## src/rtl/instruction_fetch_pkg.sv

```systemverilog
// Shared constants, types and small helpers for the instruction fetch stage.
// Imported by the fetch top and by its output skid buffer.
package instruction_fetch_pkg;

   localparam logic [31:0] INSTR_NOP        = 32'h0000_0013;
   localparam logic [31:0] RESET_PC_DEFAULT = 32'h0000_0000;
   localparam logic [31:0] PC_STEP          = 32'd4;

   // BLOCKED is the single quiet cycle that follows a reset or a redirect.
   typedef enum logic [1:0] {
      FETCH_BLOCKED = 2'd0,
      FETCH_IDLE    = 2'd1,
      FETCH_WAIT    = 2'd2,
      FETCH_DISCARD = 2'd3
   } fetch_state_e;

   typedef struct packed {
      logic [31:0] pc;
      logic [31:0] instruction;
   } fetch_entry_t;

   function automatic logic [31:0] align_pc(input logic [31:0] pc);
      return {pc[31:2], 2'b00};
   endfunction

   function automatic logic [31:0] next_pc(input logic [31:0] pc);
      return pc + PC_STEP;
   endfunction

endpackage

```

## src/rtl/instruction_fetch_skid_buffer.sv

```systemverilog
// Output register plus one-entry skid buffer between fetch and decode.
// Flush empties both entries; a consume in the flush cycle has no effect.
module fetch_skid_buffer
   import instruction_fetch_pkg::*;
(
   input  logic         clk,
   input  logic         rst,
   input  logic         flush,
   input  logic         in_valid,
   input  fetch_entry_t in_entry,
   input  logic         out_ready,
   output logic         out_valid,
   output logic [31:0]  out_pc,
   output logic [31:0]  out_instruction,
   output logic         skid_full
);

   logic         out_v_q;
   logic         skid_v_q;
   fetch_entry_t out_q;
   fetch_entry_t skid_q;
   logic         consume;

   assign consume = out_v_q & out_ready;

   always_ff @(posedge clk) begin
      if (rst) begin
         out_v_q  <= 1'b0;
         skid_v_q <= 1'b0;
         out_q    <= '0;
         skid_q   <= '0;
      end else if (flush) begin
         out_v_q  <= 1'b0;
         skid_v_q <= 1'b0;
      end else if (consume) begin
         if (skid_v_q) begin
            // Skid entry moves forward; a new arrival takes its place.
            out_q    <= skid_q;
            skid_v_q <= in_valid;
            if (in_valid) begin
               skid_q <= in_entry;
            end
         end else if (in_valid) begin
            out_q <= in_entry;
         end else begin
            out_v_q <= 1'b0;
         end
      end else if (in_valid) begin
         if (!out_v_q) begin
            out_q   <= in_entry;
            out_v_q <= 1'b1;
         end else begin
            skid_q   <= in_entry;
            skid_v_q <= 1'b1;
         end
      end
   end

   always_comb begin
      out_valid       = out_v_q;
      out_pc          = out_v_q ? out_q.pc : 32'h0;
      out_instruction = out_v_q ? out_q.instruction : INSTR_NOP;
      skid_full       = skid_v_q;
   end

endmodule

```

## src/rtl/instruction_fetch.sv

```systemverilog
// Fetch stage: owns the PC, runs one-at-a-time req/gnt/rvalid fetches and
// hands {pc, instruction} to decode through a registered valid/ready skid.
module instruction_fetch
   import instruction_fetch_pkg::*;
#(
   parameter logic [31:0] RESET_PC = RESET_PC_DEFAULT
)
(
   input  logic        clk_i,
   input  logic        rst_i,
   output logic        imem_req_o,
   output logic [31:0] imem_addr_o,
   input  logic        imem_gnt_i,
   input  logic        imem_rvalid_i,
   input  logic [31:0] imem_rdata_i,
   input  logic        redirect_i,
   input  logic [31:0] redirect_pc_i,
   output logic        valid_o,
   input  logic        ready_i,
   output logic [31:0] instruction_o,
   output logic [31:0] pc_o
);

   // Handshake: a transfer to decode happens on a cycle with valid_o & ready_i
   // and no redirect; payload holds while valid_o=1 and ready_i=0.

   fetch_state_e state_q;
   fetch_state_e state_d;
   logic [31:0]  pc_q;
   logic [31:0]  inflight_pc_q;
   logic         skid_full;
   logic         grant;
   logic         pending;
   logic         rsp_deliver;
   fetch_entry_t rsp_entry;

   assign grant       = imem_req_o & imem_gnt_i;
   assign pending     = (state_q == FETCH_WAIT) || (state_q == FETCH_DISCARD);
   assign rsp_deliver = imem_rvalid_i & (state_q == FETCH_WAIT) & ~redirect_i;
   assign rsp_entry   = '{pc: inflight_pc_q, instruction: imem_rdata_i};

   always_ff @(posedge clk_i) begin
      if (rst_i) begin
         state_q <= FETCH_BLOCKED;
      end else begin
         state_q <= state_d;
      end
   end

   always_comb begin
      state_d = state_q;
      if (redirect_i) begin
         // Anything still owed by memory must be thrown away when it lands.
         if (grant || (pending && !imem_rvalid_i)) begin
            state_d = FETCH_DISCARD;
         end else begin
            state_d = FETCH_BLOCKED;
         end
      end else begin
         case (state_q)
            FETCH_BLOCKED: state_d = FETCH_IDLE;
            FETCH_IDLE:    if (grant) state_d = FETCH_WAIT;
            FETCH_WAIT:    if (imem_rvalid_i) state_d = FETCH_IDLE;
            FETCH_DISCARD: if (imem_rvalid_i) state_d = FETCH_IDLE;
            default:       state_d = FETCH_BLOCKED;
         endcase
      end
   end

   always_comb begin
      imem_req_o  = (state_q == FETCH_IDLE) && !skid_full;
      imem_addr_o = pc_q;
   end

   always_ff @(posedge clk_i) begin
      if (rst_i) begin
         pc_q          <= RESET_PC;
         inflight_pc_q <= 32'h0;
      end else if (redirect_i) begin
         pc_q <= align_pc(redirect_pc_i);
      end else if (grant) begin
         inflight_pc_q <= pc_q;
         pc_q          <= next_pc(pc_q);
      end
   end

   fetch_skid_buffer u_skid (
      .clk             (clk_i),
      .rst             (rst_i),
      .flush           (redirect_i),
      .in_valid        (rsp_deliver),
      .in_entry        (rsp_entry),
      .out_ready       (ready_i),
      .out_valid       (valid_o),
      .out_pc          (pc_o),
      .out_instruction (instruction_o),
      .skid_full       (skid_full)
   );

endmodule

```

## config.mk

```make
export PLATFORM = sky130hd
export DESIGN_NAME = instruction_fetch
export DESIGN_NICKNAME = d
export VERILOG_FILES = /design/src/rtl/instruction_fetch_pkg.sv /design/src/rtl/instruction_fetch_skid_buffer.sv /design/src/rtl/instruction_fetch.sv
export SDC_FILE = /design/constraint.sdc
export NUM_CORES = 1
export LEC_CHECK = 0
export BUFFER_PORTS_ARGS = -buffer_cell sky130_fd_sc_hd__clkbuf_2
export CAP_MARGIN = 5
export CELL_PAD_IN_SITES_DETAIL_PLACEMENT = 0
export CELL_PAD_IN_SITES_GLOBAL_PLACEMENT = 1
export CORE_MARGIN = 4
export CORE_UTILIZATION = 44
export DETAILED_ROUTE_END_ITERATION = 10
export PLACE_DENSITY = 0.95
export REMOVE_ABC_BUFFERS = 1
export SLEW_MARGIN = 20
export SYNTH_ARGS = -nofsm -noshare
export SYNTH_HDL_FRONTEND = slang
export SYNTH_SLANG_ARGS = --single-unit
```

## constraint.sdc

```tcl
create_clock -name clk_i -period 6.24 [get_ports clk_i]
set_input_delay 1.248 -clock clk_i [delete_from_list [all_inputs] [get_ports clk_i]]
set_output_delay 1.248 -clock clk_i [all_outputs]
set_load 0.03 [all_outputs]
```

### After elaboration in Yosys (flattened, before gate mapping)

Cells that the tools add are included.

| word-level totals | value |
|---|---|
| input port bits | 70 |
| output and inout port bits | 98 |
| memories kept | 0 |
| flip-flop bits (word level) | 196 |
| bits in read-only memories | 0 |
| latch bits | 0 |
| RAM bits | 0 |
| logic and storage cells | 71 |

| cells by class | value |
|---|---|
| order comparisons | 0 |
| add/sub/neg operators | 1 |
| multipliers | 0 |
| reductions and logical operators | 19 |
| bitwise gates (word level) | 5 |
| shifts and indexed selects | 0 |
| equal/unequal tests | 10 |
| divide/modulo/power cells | 0 |
| mux-type cells | 26 |

Operator list:

| kind | count |
|---|---|
| 64-bit two-way mux | 9 |
| 32-bit two-way mux | 4 |
| 32-bit by 3-bit adder with 32-bit output, second input constant | 1 |
| 1-bit two-way mux | 8 |
| 2-bit two-way mux | 4 |
| 2-bit nonzero test | 4 |
| 2-bit inequality test, second input constant | 3 |
| 2-bit one-hot mux with 3 select lines | 1 |
| 2-bit AND reduction | 3 |
| 5-bit AND reduction | 1 |
| 1-bit bitwise AND | 4 |
| 2-bit == test, second input constant | 2 |
| 2-bit by 1-bit inequality test with 1-bit output, second input constant | 2 |
| 4-bit AND reduction | 1 |
| 2-bit OR reduction | 2 |
| 3-bit by 1-bit inequality test with 1-bit output, second input constant | 1 |
| 3-bit inequality test, second input constant | 1 |
| 3-bit AND reduction | 1 |
| 2-bit by 1-bit == test with 1-bit output, second input constant | 1 |
| 1-bit logical AND | 2 |
| 1-bit logical NOT | 2 |
| 2-bit logical NOT | 1 |
| 1-bit logical OR | 2 |
| 1-bit NOT | 1 |

### Logic depth before layout (Yosys ltp)

Gate-level depths: netlist of the first run.

| depth | value |
|---|---|
| depth after elaboration | 6 |
| depth in mapped cells | 7 |
| gate-level depth less buffers | 5 |

### By module

Synthesis of the first run repeated with hierarchy kept, for this count alone.

| unflattened totals | value |
|---|---|
| cell total of the unflattened synthesis | 1,076 |
| area, all modules | 9,646.8 um^2 |

By module, submodules not included:

| module | instances | area an instance (um^2) | cells each | seq. area each (um^2) |
|---|---|---|---|---|
| fetch_skid_buffer | 1 | 6,650.1 | 693 | 2,602.5 |
| instruction_fetch | 1 | 2,996.6 | 383 | 1,241.2 |

### Worst setup path after synthesis of the first run

Ideal clock, no wire load.

| timing | value |
|---|---|
| path kind | input to register |
| from | in imem_gnt_i |
| to | reg pc_q[16], in the netlist imem_addr_o[16] |
| arrival | 2,612 ps |
| library setup time | 91 ps |
| path slack | 3,537 ps |
| stages on the path | 5 |
| data required time | 6,149 ps |
| path buffers | 1 |
| path through | nand4bb_1 -> or4_4 -> buf_6 -> or3_1 -> a311oi_1 |

| on the way | value |
|---|---|
| cells in the longest elaborated chain, start to end | 2 |

Ends and longest elaborated chain:

| what | RTL line | RTL |
|---|---|---|
| start: declaration | instruction_fetch.sv:13 | `input logic imem_gnt_i,` |
| 1-bit bitwise AND | instruction_fetch.sv:37 | `assign grant = imem_req_o & imem_gnt_i;` |
| 2-bit nonzero test (no source line) | n/a |  |
| end signal: assignment | instruction_fetch.sv:80 | `pc_q <= align_pc(redirect_pc_i);` |
| end signal: assignment | instruction_fetch.sv:83 | `pc_q <= next_pc(pc_q);` |
| end: declaration | instruction_fetch.sv:29 | `logic [31:0] pc_q;` |

No other way between the ends.
A chain may end at the register's enable or synchronous reset.

### Final worst setup path of the first run

| timing | value |
|---|---|
| from | in redirect_i |
| to | reg u_skid.out_q[55] (netlist name) |

| on the way | value |
|---|---|
| cells in the longest elaborated chain, start to end | 4 |
| elaborated cells on any way between the ends | 5 |
| classes of those cells | 2 x bitwise; 3 x reduce/logical |

Ends and longest elaborated chain:

| what | RTL line | RTL |
|---|---|---|
| start: declaration | instruction_fetch.sv:16 | `input logic redirect_i,` |
| 1-bit NOT (no source line) * | n/a |  |
| 1-bit bitwise AND | instruction_fetch.sv:39 | `assign rsp_deliver = imem_rvalid_i & (state_q == FETCH_WAIT) & ~redirect_i;` |
| 2-bit nonzero test (no source line) | n/a |  |
| 4-bit AND reduction (no source line) * | n/a |  |
| end signal: assignment | instruction_fetch_skid_buffer.sv:38 | `out_q <= skid_q;` |
| end signal: assignment | instruction_fetch_skid_buffer.sv:44 | `out_q <= in_entry;` |
| end signal: assignment | instruction_fetch_skid_buffer.sv:50 | `out_q <= in_entry;` |
| end: declaration | instruction_fetch_skid_buffer.sv:20 | `fetch_entry_t out_q;` |

Mark *: on every way between the ends. The rest lies on a longest branch, timed or not.

==> qor.txt, run 1 <==
Status: completed
WP depth: 7
# diodes: 0
CP max FO: 69
Clock Latency Late Sink: 420 ps
Worst relative slew slack: 0.3256
CP required: 6550 ps
Hold Crit Depth: 2
Post-Syn Area per Cell: 8.257 um^2
Htree depth: 4
Worst reg2reg startpoint: u_skid.out_valid$_SDFFE_PP0P_
Mapped Cells: 1001
First-pass GRT wire length: 34.50 mm
Via count: 7212
DRT iter0 DRCs: 347
Total grt overflow: 0
Ys async rst share: 0
IO buf count: 161
Die W: 145.1 um
Placer congestion estimate: 0.8430
# rows: 49
Flop pwr share: 0.500
Worst R2R Setup Slack: 3600 ps
Post-CTS resize count: 0
Layout Nets: 1183
WP buf/inv: 3
Tot Pwr: 2504 uW
Clk slew on worst S/H paths: 60 ps
Top cells by area, synth: dfxtp_1, nand2_1, mux2i_1
Max-cap violations: 0
HP Class: flip-flop to flip-flop
Synth top area share: 0.4553
Worst Skew: 7.960 ps
Max-slew violations: 0
Initial core utilization: 0.4539
Seq/Total Area, Yosys: 0.4553
Crit path launch type: primary input
TritonCTS Buffers: 17
CTS Hold Bufs: 0
RR Endpoint: u_skid.out_q[55]$_SDFFE_PP0P_
Vias in the first global route: 6765
Drt pass-1 iters: 4
DRT Wirelength: 20.83 mm
Critical-path top delay cell: and4bb_2
Die H: 145.1 um
Core box area: 18210 um^2
Unrepaired setup endpoints after global routing: no
Sinks on Clock Net: 188
Synth-to-layout area growth: 18.01%
Commonest cells post-synth: nand2_1, dfxtp_1, a21oi_1
Sw Pwr: 580.3 uW
Yosys cell types: 51
Leak: 0.003961 uW
Detailed Place HPWL: 13.38 mm
Warnings from Yosys: 0
Total track usage: 0.1946
Ratio of final minimum period to clock period: 0.5347
Primary FF master, synth: dfxtp_1
P per Cell Area: 256.7 nW/um^2
Max frequency: 299.7 MHz
Combinational power share: 0.066
Most common cell in the netlist: nand2_1
Clock root buffer: clkbuf_16
Int Pwr: 1924 uW
Crit. End Element: flip-flop
Largest stage delay on the critical path: 520 ps
Crit path cell chain: clkbuf_2 -> and4bb_2 -> o221a_4 -> buf_16 -> buf_4 -> nor2_1 -> a211oi_1
Tmin final: 3336 ps
Cell area after placement: 9144 um^2
HP Start: u_skid.skid_q[42]$_SDFFE_PP0P_
Setup violations, final: 0
Clk pwr share: 0.434
Hold path endpoint: u_skid.skid_q[42]$_SDFFE_PP0P_
Layout cells sized above 1: 0.1897
CP arrival: 3640 ps
EDFF count, synth: 0
CTS max path bufs: 2
Worst hold margin: 451.3 ps
Mapped cell area: 8265 um^2
Worst vdd ir: 167.1 uV
Routed Antenna Nets: 0
Worst path top cell family by delay: buffers and inverters
CP Class: primary input to flip-flop
R2R cell count: 6
DRC: 0
CTS tree: done
Die area: 21040 um^2
Routed vias/inst: 5.334
Yosys reg bits: 188
Slew @ Worst Pin: 1012 ps
Hold Fails Final Rpt: 0
Initial antenna violation count: 0
Post-synth top area cell: dfxtp_1
Largest net degree at the start of global routing: 134
Final TNS setup: 0 ps
Cell area after layout: 9754 um^2
I/O Pins: 168
Post-DR wirelength/cell: 15.41 um
Switch share: 0.2317
Post-CTS Setup Bufs: 0
-- placed cells by master, fill, tap and decap left out, types with 7 or more instances in the layout --
master	synthesis	layout
a211oi_1	74	74
nand4_1	11	11
clkbuf_2	0	160
buf_4	4	12
a21oi_1	98	98
a2111oi_0	7	7
and2_1	63	63
inv_1	11	11
nor3_1	11	11
mux2i_1	63	63
nand2_1	200	199
nand3_1	13	12
clkbuf_16	0	17
dfxtp_1	188	187
nor2_1	88	87
a311oi_1	9	9
and4_1	7	7
-- power groups by stage --
stage	clock [uW]	sequential, uW	combinational, uW
global route	1150	1260	181
floorplan	0	1300	59.8
detailed placement	0	1280	165
global placement	0	1280	164
finish	1090	1250	166
CTS	1110	1250	166
-- worst reg2reg max path, delay by kind of cell (launching register included) --
family	cells	cell delay, ps
and+or+nand+nor	2	390
DFF	1	690
AOI/OAI and AO/OA	2	730
buffers and inverters	2	710
-- cells by family (layout without fill, tap and decap cells) --
group	after synthesis	count (layout)	share of synthesized area
other	1	4	0.0004537
muxes	63	63	0.07629
DFF	188	188	0.4553
adders and majority gates	1	1	0.001514
xor gates and xnor gates	11	11	0.01166
and+or+nand+nor	429	429	0.2411
buffers and inverters	96	215	0.04708
AOI/OAI and AO/OA	212	212	0.1665
-- worst max path at each step --
stage,from,endpoint,slack [ps]
final,redirect_i,u_skid.out_q[55]$_SDFFE_PP0P_,2900
after global routing,redirect_i,u_skid.out_q[55]$_SDFFE_PP0P_,2750
after CTS,redirect_i,u_skid.out_q[55]$_SDFFE_PP0P_,2650
after detailed placement,redirect_i,u_skid.out_q[55]$_SDFFE_PP0P_,2270
after global placement,redirect_i,u_skid.out_q[62]$_SDFFE_PP0P_,2370
after floorplan,redirect_i,u_skid.out_q[0]$_SDFFE_PP0P_,2410
-- flip-flops by register name (all words and copies together) (netlist names) --
register / cells
u_skid.out_q: 62
u_skid.skid_q: 62
imem_addr_o: 30
inflight_pc_q: 30
state_q: 2
u_skid.out_valid: 1
u_skid.skid_full: 1
-- routing by layer --
layer  vias up  global-route usage  part of all wire  wire, um
met5         -                   0                 0         0
li1       3685                   -                 -         -
met4         0             0.05318             0.010       211
met2       213              0.3171              0.46      9637
met1      3295              0.2638              0.47      9699
met3        19             0.04147             0.062      1283
-- layout make-up --
class	instances	area, um^2
multi-input combinational	720	4149
clock inverter	7	115.1
inverter	11	41.29
timing repair buffer	174	929.6
tap	229	286.5
fill	1755	8454
sequential	188	3765
clock buffer	23	467.9
-- through the flow --
stage / util / setup WS, ps / cells
6_report: 0.5357 / 2904 / 1352
5_1_grt: 0.5357 / 2749 / 1352
4_1_cts: 0.5342 / 2653 / 1351
3_5_place_dp: 0.5022 / 2269 / 1321
3_3_place_gp: 0.5022 / 2365 / 1321
2_1_floorplan: - / 2411 / 919
(Power assumes the default switching activity.)
==> run 2: changes to the inputs <==
--- a/config.mk
+++ b/config.mk
@@ -5,14 +5,15 @@
 export SDC_FILE = /design/constraint.sdc
 export NUM_CORES = 1
 export LEC_CHECK = 0
+export ABC_AREA = 1
 export BUFFER_PORTS_ARGS = -buffer_cell sky130_fd_sc_hd__clkbuf_2
 export CAP_MARGIN = 5
 export CELL_PAD_IN_SITES_DETAIL_PLACEMENT = 0
 export CELL_PAD_IN_SITES_GLOBAL_PLACEMENT = 1
 export CORE_MARGIN = 4
-export CORE_UTILIZATION = 44
+export CORE_UTILIZATION = 35
 export DETAILED_ROUTE_END_ITERATION = 10
-export PLACE_DENSITY = 0.95
+export PLACE_DENSITY = 0.87
 export REMOVE_ABC_BUFFERS = 1
 export SLEW_MARGIN = 20
 export SYNTH_ARGS = -nofsm -noshare
==> constraint.sdc (replaced) <==
create_clock -name clk_i -period 2.7 [get_ports clk_i]
set_input_delay 0.54 -clock clk_i [delete_from_list [all_inputs] [get_ports clk_i]]
set_output_delay 0.54 -clock clk_i [all_outputs]
set_load 0.03 [all_outputs]
==> run 2 against run 1 <==
Total power grew 140%. Largest power group unchanged. Cell area grew 8.7%. Final cell count grew 34%. Worst hold slack lost 95 ps. Critical path type is now flip-flop to output port. Sequential cell count is the same. Critical endpoint is now pc_o[14]. Register-to-register slack lost 2800 ps. Via count grew 22%. Sequential share of layout area shrank 3.1 points.
==> qor.txt, run 2 <==
I/O Pins: 168 (unchanged)
Clock Latency Late Sink: 430 ps (was 420 ps)
Core box area: 25180 um^2 (was 18210 um^2)
Placed insts: 1776 (was 1321)
Synth-to-layout area growth: 18.09% (was 18.01%)
Layout cells sized above 1: 0.1571 (was 0.1897)
Leak: 0.004799 uW (was 0.003961 uW)
Int Pwr: 4450 uW (was 1924 uW)
Max frequency: 459.9 MHz
IO buf count: 161 (unchanged)
CTS tree: done (unchanged)
DRC: 0 (unchanged)
Post-synth top area cell: dfxtp_1 (unchanged)
Cell area after layout: 10600 um^2 (was 9754 um^2)
Setup violations, final: 0 (unchanged)
Post-CTS Setup Bufs: 0 (unchanged)
Top cells by area, synth: dfxtp_1, nand2_1, a21oi_1 (was dfxtp_1, nand2_1, mux2i_1)
Slew @ Worst Pin: 653.1 ps (was 1012 ps)
Hold Fails Final Rpt: 0 (unchanged)
Worst hold margin: 356.4 ps (was 451.3 ps)
Total track usage: 0.1800 (was 0.1946)
Layout Nets: 1536 (was 1183)
Crit. End Element: output port (was flip-flop)
Worst relative slew slack: 0.5612 (was 0.3256)
Ys async rst share: 0 (unchanged)
Hold Crit Depth: 3 (was 2)
R2R cell count: 10 (was 6)
Mapped Cells: 1350 (was 1001)
Clock root buffer: clkbuf_16 (unchanged)
Yosys reg bits: 188 (unchanged)
Post-DR wirelength/cell: 14.08 um (was 15.41 um)
Most frequent cells in the layout: nand2_1, dfxtp_1, inv_1 (was nand2_1, dfxtp_1, clkbuf_2)
Worst path top cell family by delay: buffers and inverters (unchanged)
Initial core utilization: 0.3565 (was 0.4539)
Min setup slack post-route: 525.7 ps (was 2904 ps)
Combinational power share: 0.075 (was 0.066)
Biggest registers after layout: u_skid.out_q: 62 flops, u_skid.skid_q: 62 flops (unchanged)
Ratio of final minimum period to clock period: 0.8053
WP depth: 4 (was 7)
Switch share: 0.2458 (was 0.2317)
CTS max path bufs: 2 (unchanged)
Max-cap violations: 0 (unchanged)
Commonest cells post-synth: nand2_1, dfxtp_1, inv_1 (was nand2_1, dfxtp_1, a21oi_1)
# diodes: 0 (unchanged)
Initial antenna violation count: 0 (unchanged)
Clk pwr share: 0.439 (was 0.434)
Final TNS setup: 0 ps (unchanged)
Final cell count without fillers: 1807 (was 1352)
EDFF count, synth: 0 (unchanged)
Tmin final: 2174 ps
Die W: 168.1 um (was 145.1 um)
Detailed Place HPWL: 16.92 mm (was 13.38 mm)
Total grt overflow: 0 (unchanged)
Largest net degree at the start of global routing: 95 (was 134)
Drt pass-1 iters: 5 (was 4)
Mapped cell area: 8976 um^2 (was 8265 um^2)
Post-Syn Area per Cell: 6.649 um^2 (was 8.257 um^2)
Sinks on Clock Net: 188 (unchanged)
Htree depth: 4 (unchanged)
CP arrival: 1630 ps (was 3640 ps)
Cell area after placement: 9995 um^2 (was 9144 um^2)
WP buf/inv: 3 (unchanged)
Placer congestion estimate: 0.8580 (was 0.8430)
CP Class: flip-flop to output port (was primary input to flip-flop)
Clk slew on worst S/H paths: 70 ps (was 60 ps)
First-pass GRT wire length: 41.84 mm (was 34.50 mm)
Sw Pwr: 1450 uW (was 580.3 uW)
Most common cell after layout, fill and taps aside: nand2_1 (unchanged)
Most common cell in the netlist: nand2_1 (unchanged)
Warnings from Yosys: 0 (unchanged)
HP Class: primary input to flip-flop (was flip-flop to flip-flop)
Flop pwr share: 0.486 (was 0.500)
Synth top area share: 0.4193 (was 0.4553)
Worst vdd ir: 350.3 uV (was 167.1 uV)
DRT iter0 DRCs: 697 (was 347)
Seq/Total Area, Yosys: 0.4193 (was 0.4553)
Via count: 8768 (was 7212)
Status: completed (unchanged)
Crit path cell chain: buf_4 -> nand2_1 -> inv_1 -> clkbuf_2 (was clkbuf_2 -> and4bb_2 -> o221a_4 -> buf_16 -> buf_4 -> nor2_1 -> a211oi_1)
Worst Skew: 12.33 ps (was 7.960 ps)
Place WS: 465.3 ps (was 2269 ps)
P per Cell Area: 556.7 nW/um^2 (was 256.7 nW/um^2)
# rows: 58 (was 49)
Crit path launch type: flip-flop (was primary input)
Routed Antenna Nets: 0 (unchanged)
TritonCTS Buffers: 17 (unchanged)
Critical-path top delay cell: buf_4 (was and4bb_2)
Unrepaired setup endpoints after global routing: no (unchanged)
Max-slew violations: 0 (unchanged)
CTS Hold Bufs: 0 (unchanged)
Die H: 168.1 um (was 145.1 um)
Routed vias/inst: 4.852 (was 5.334)
CP max FO: 38 (was 69)
DRT Wirelength: 25.44 mm (was 20.83 mm)
Yosys cell types: 33 (was 51)
Die area: 28270 um^2 (was 21040 um^2)
Largest stage delay on the critical path: 420 ps (was 520 ps)
Primary FF master, synth: dfxtp_1 (unchanged)
Post-CTS resize count: 0 (unchanged)
Vias in the first global route: 8218 (was 6765)
CP required: 2160 ps (was 6550 ps)
==> run 2: final cells by class <==
cell class | count | area, um^2
Clock inverter | 8 | 107.6
Tap cell | 330 | 412.9
Timing Repair Buffer | 186 | 1033
Inverter | 190 | 718.2
Multi-Input combinational cell | 882 | 4065
Sequential cell | 188 | 3765
Clock buffer | 23 | 498.0
Fill cell | 2716 | 14580
==> run 2: routing by layer <==
metal	part of all wire	wire (um)	up-vias	global-route usage
met5	0	0	-	0
met4	0.015	373	0	0.04940
met3	0.051	1304	21	0.03052
met2	0.46	11690	240	0.2987
met1	0.47	12070	3990	0.2427
li1	-	-	4517	-
==> run 2: worst paths after layout <==
path	slack, ps	start	endpoint
setup / recovery	530	u_skid.out_valid$_SDFFE_PP0P_	pc_o[14]
hold / removal	360	redirect_pc_i[9]	imem_addr_o[9]$_SDFFE_PP0P_
setup reg to reg	760	imem_addr_o[2]$_SDFFE_PP0P_	imem_addr_o[22]$_SDFFE_PP0P_
hold reg to reg	440	u_skid.skid_q[49]$_SDFFE_PP0P_	u_skid.skid_q[49]$_SDFFE_PP0P_
==> run 2: worst reg2reg max path, cell delays in order (launching register included) <==
cell      delay, ps
dfxtp_1         400
ha_1            230
nand2_1          90
nor2_1          230
nand3_1         170
nor2_1          370
nand2_1          90
nand2_1          70
nand3b_1         70
nand2_1          60
inv_1            40
==> run 2: power by group through the flow <==
stage / Sequential (uW) / Clock, uW / Combinational [uW]
2_1_floorplan: 2970 / 0 / 191
3_3_place_gp: 2930 / 0 / 436
3_5_place_dp: 2930 / 0 / 441
4_1_cts: 2870 / 2660 / 444
5_1_grt: 2870 / 2760 / 496
6_report: 2870 / 2590 / 441
==> run 2: logic make-up (layout without fill, tap and decap cells) <==
logic type      after synthesis  count (layout)  share of synthesized area
compound gates              317             317                     0.1839
xor+xnor                      6               6                   0.005854
fa+ha+maj                     1               1                   0.001394
buf+inv                     283             407                     0.1299
flops                       188             188                     0.4193
other cells                   1               4                  0.0004178
simple gates                554             554                     0.2593
==> run 2: stage by stage <==
stage          power, uW    util
2_1_floorplan       3158       -
3_3_place_gp        3364  0.3969
3_5_place_dp        3370  0.3969
4_1_cts             5965  0.4209
5_1_grt             6130  0.4209
6_report            5901  0.4209
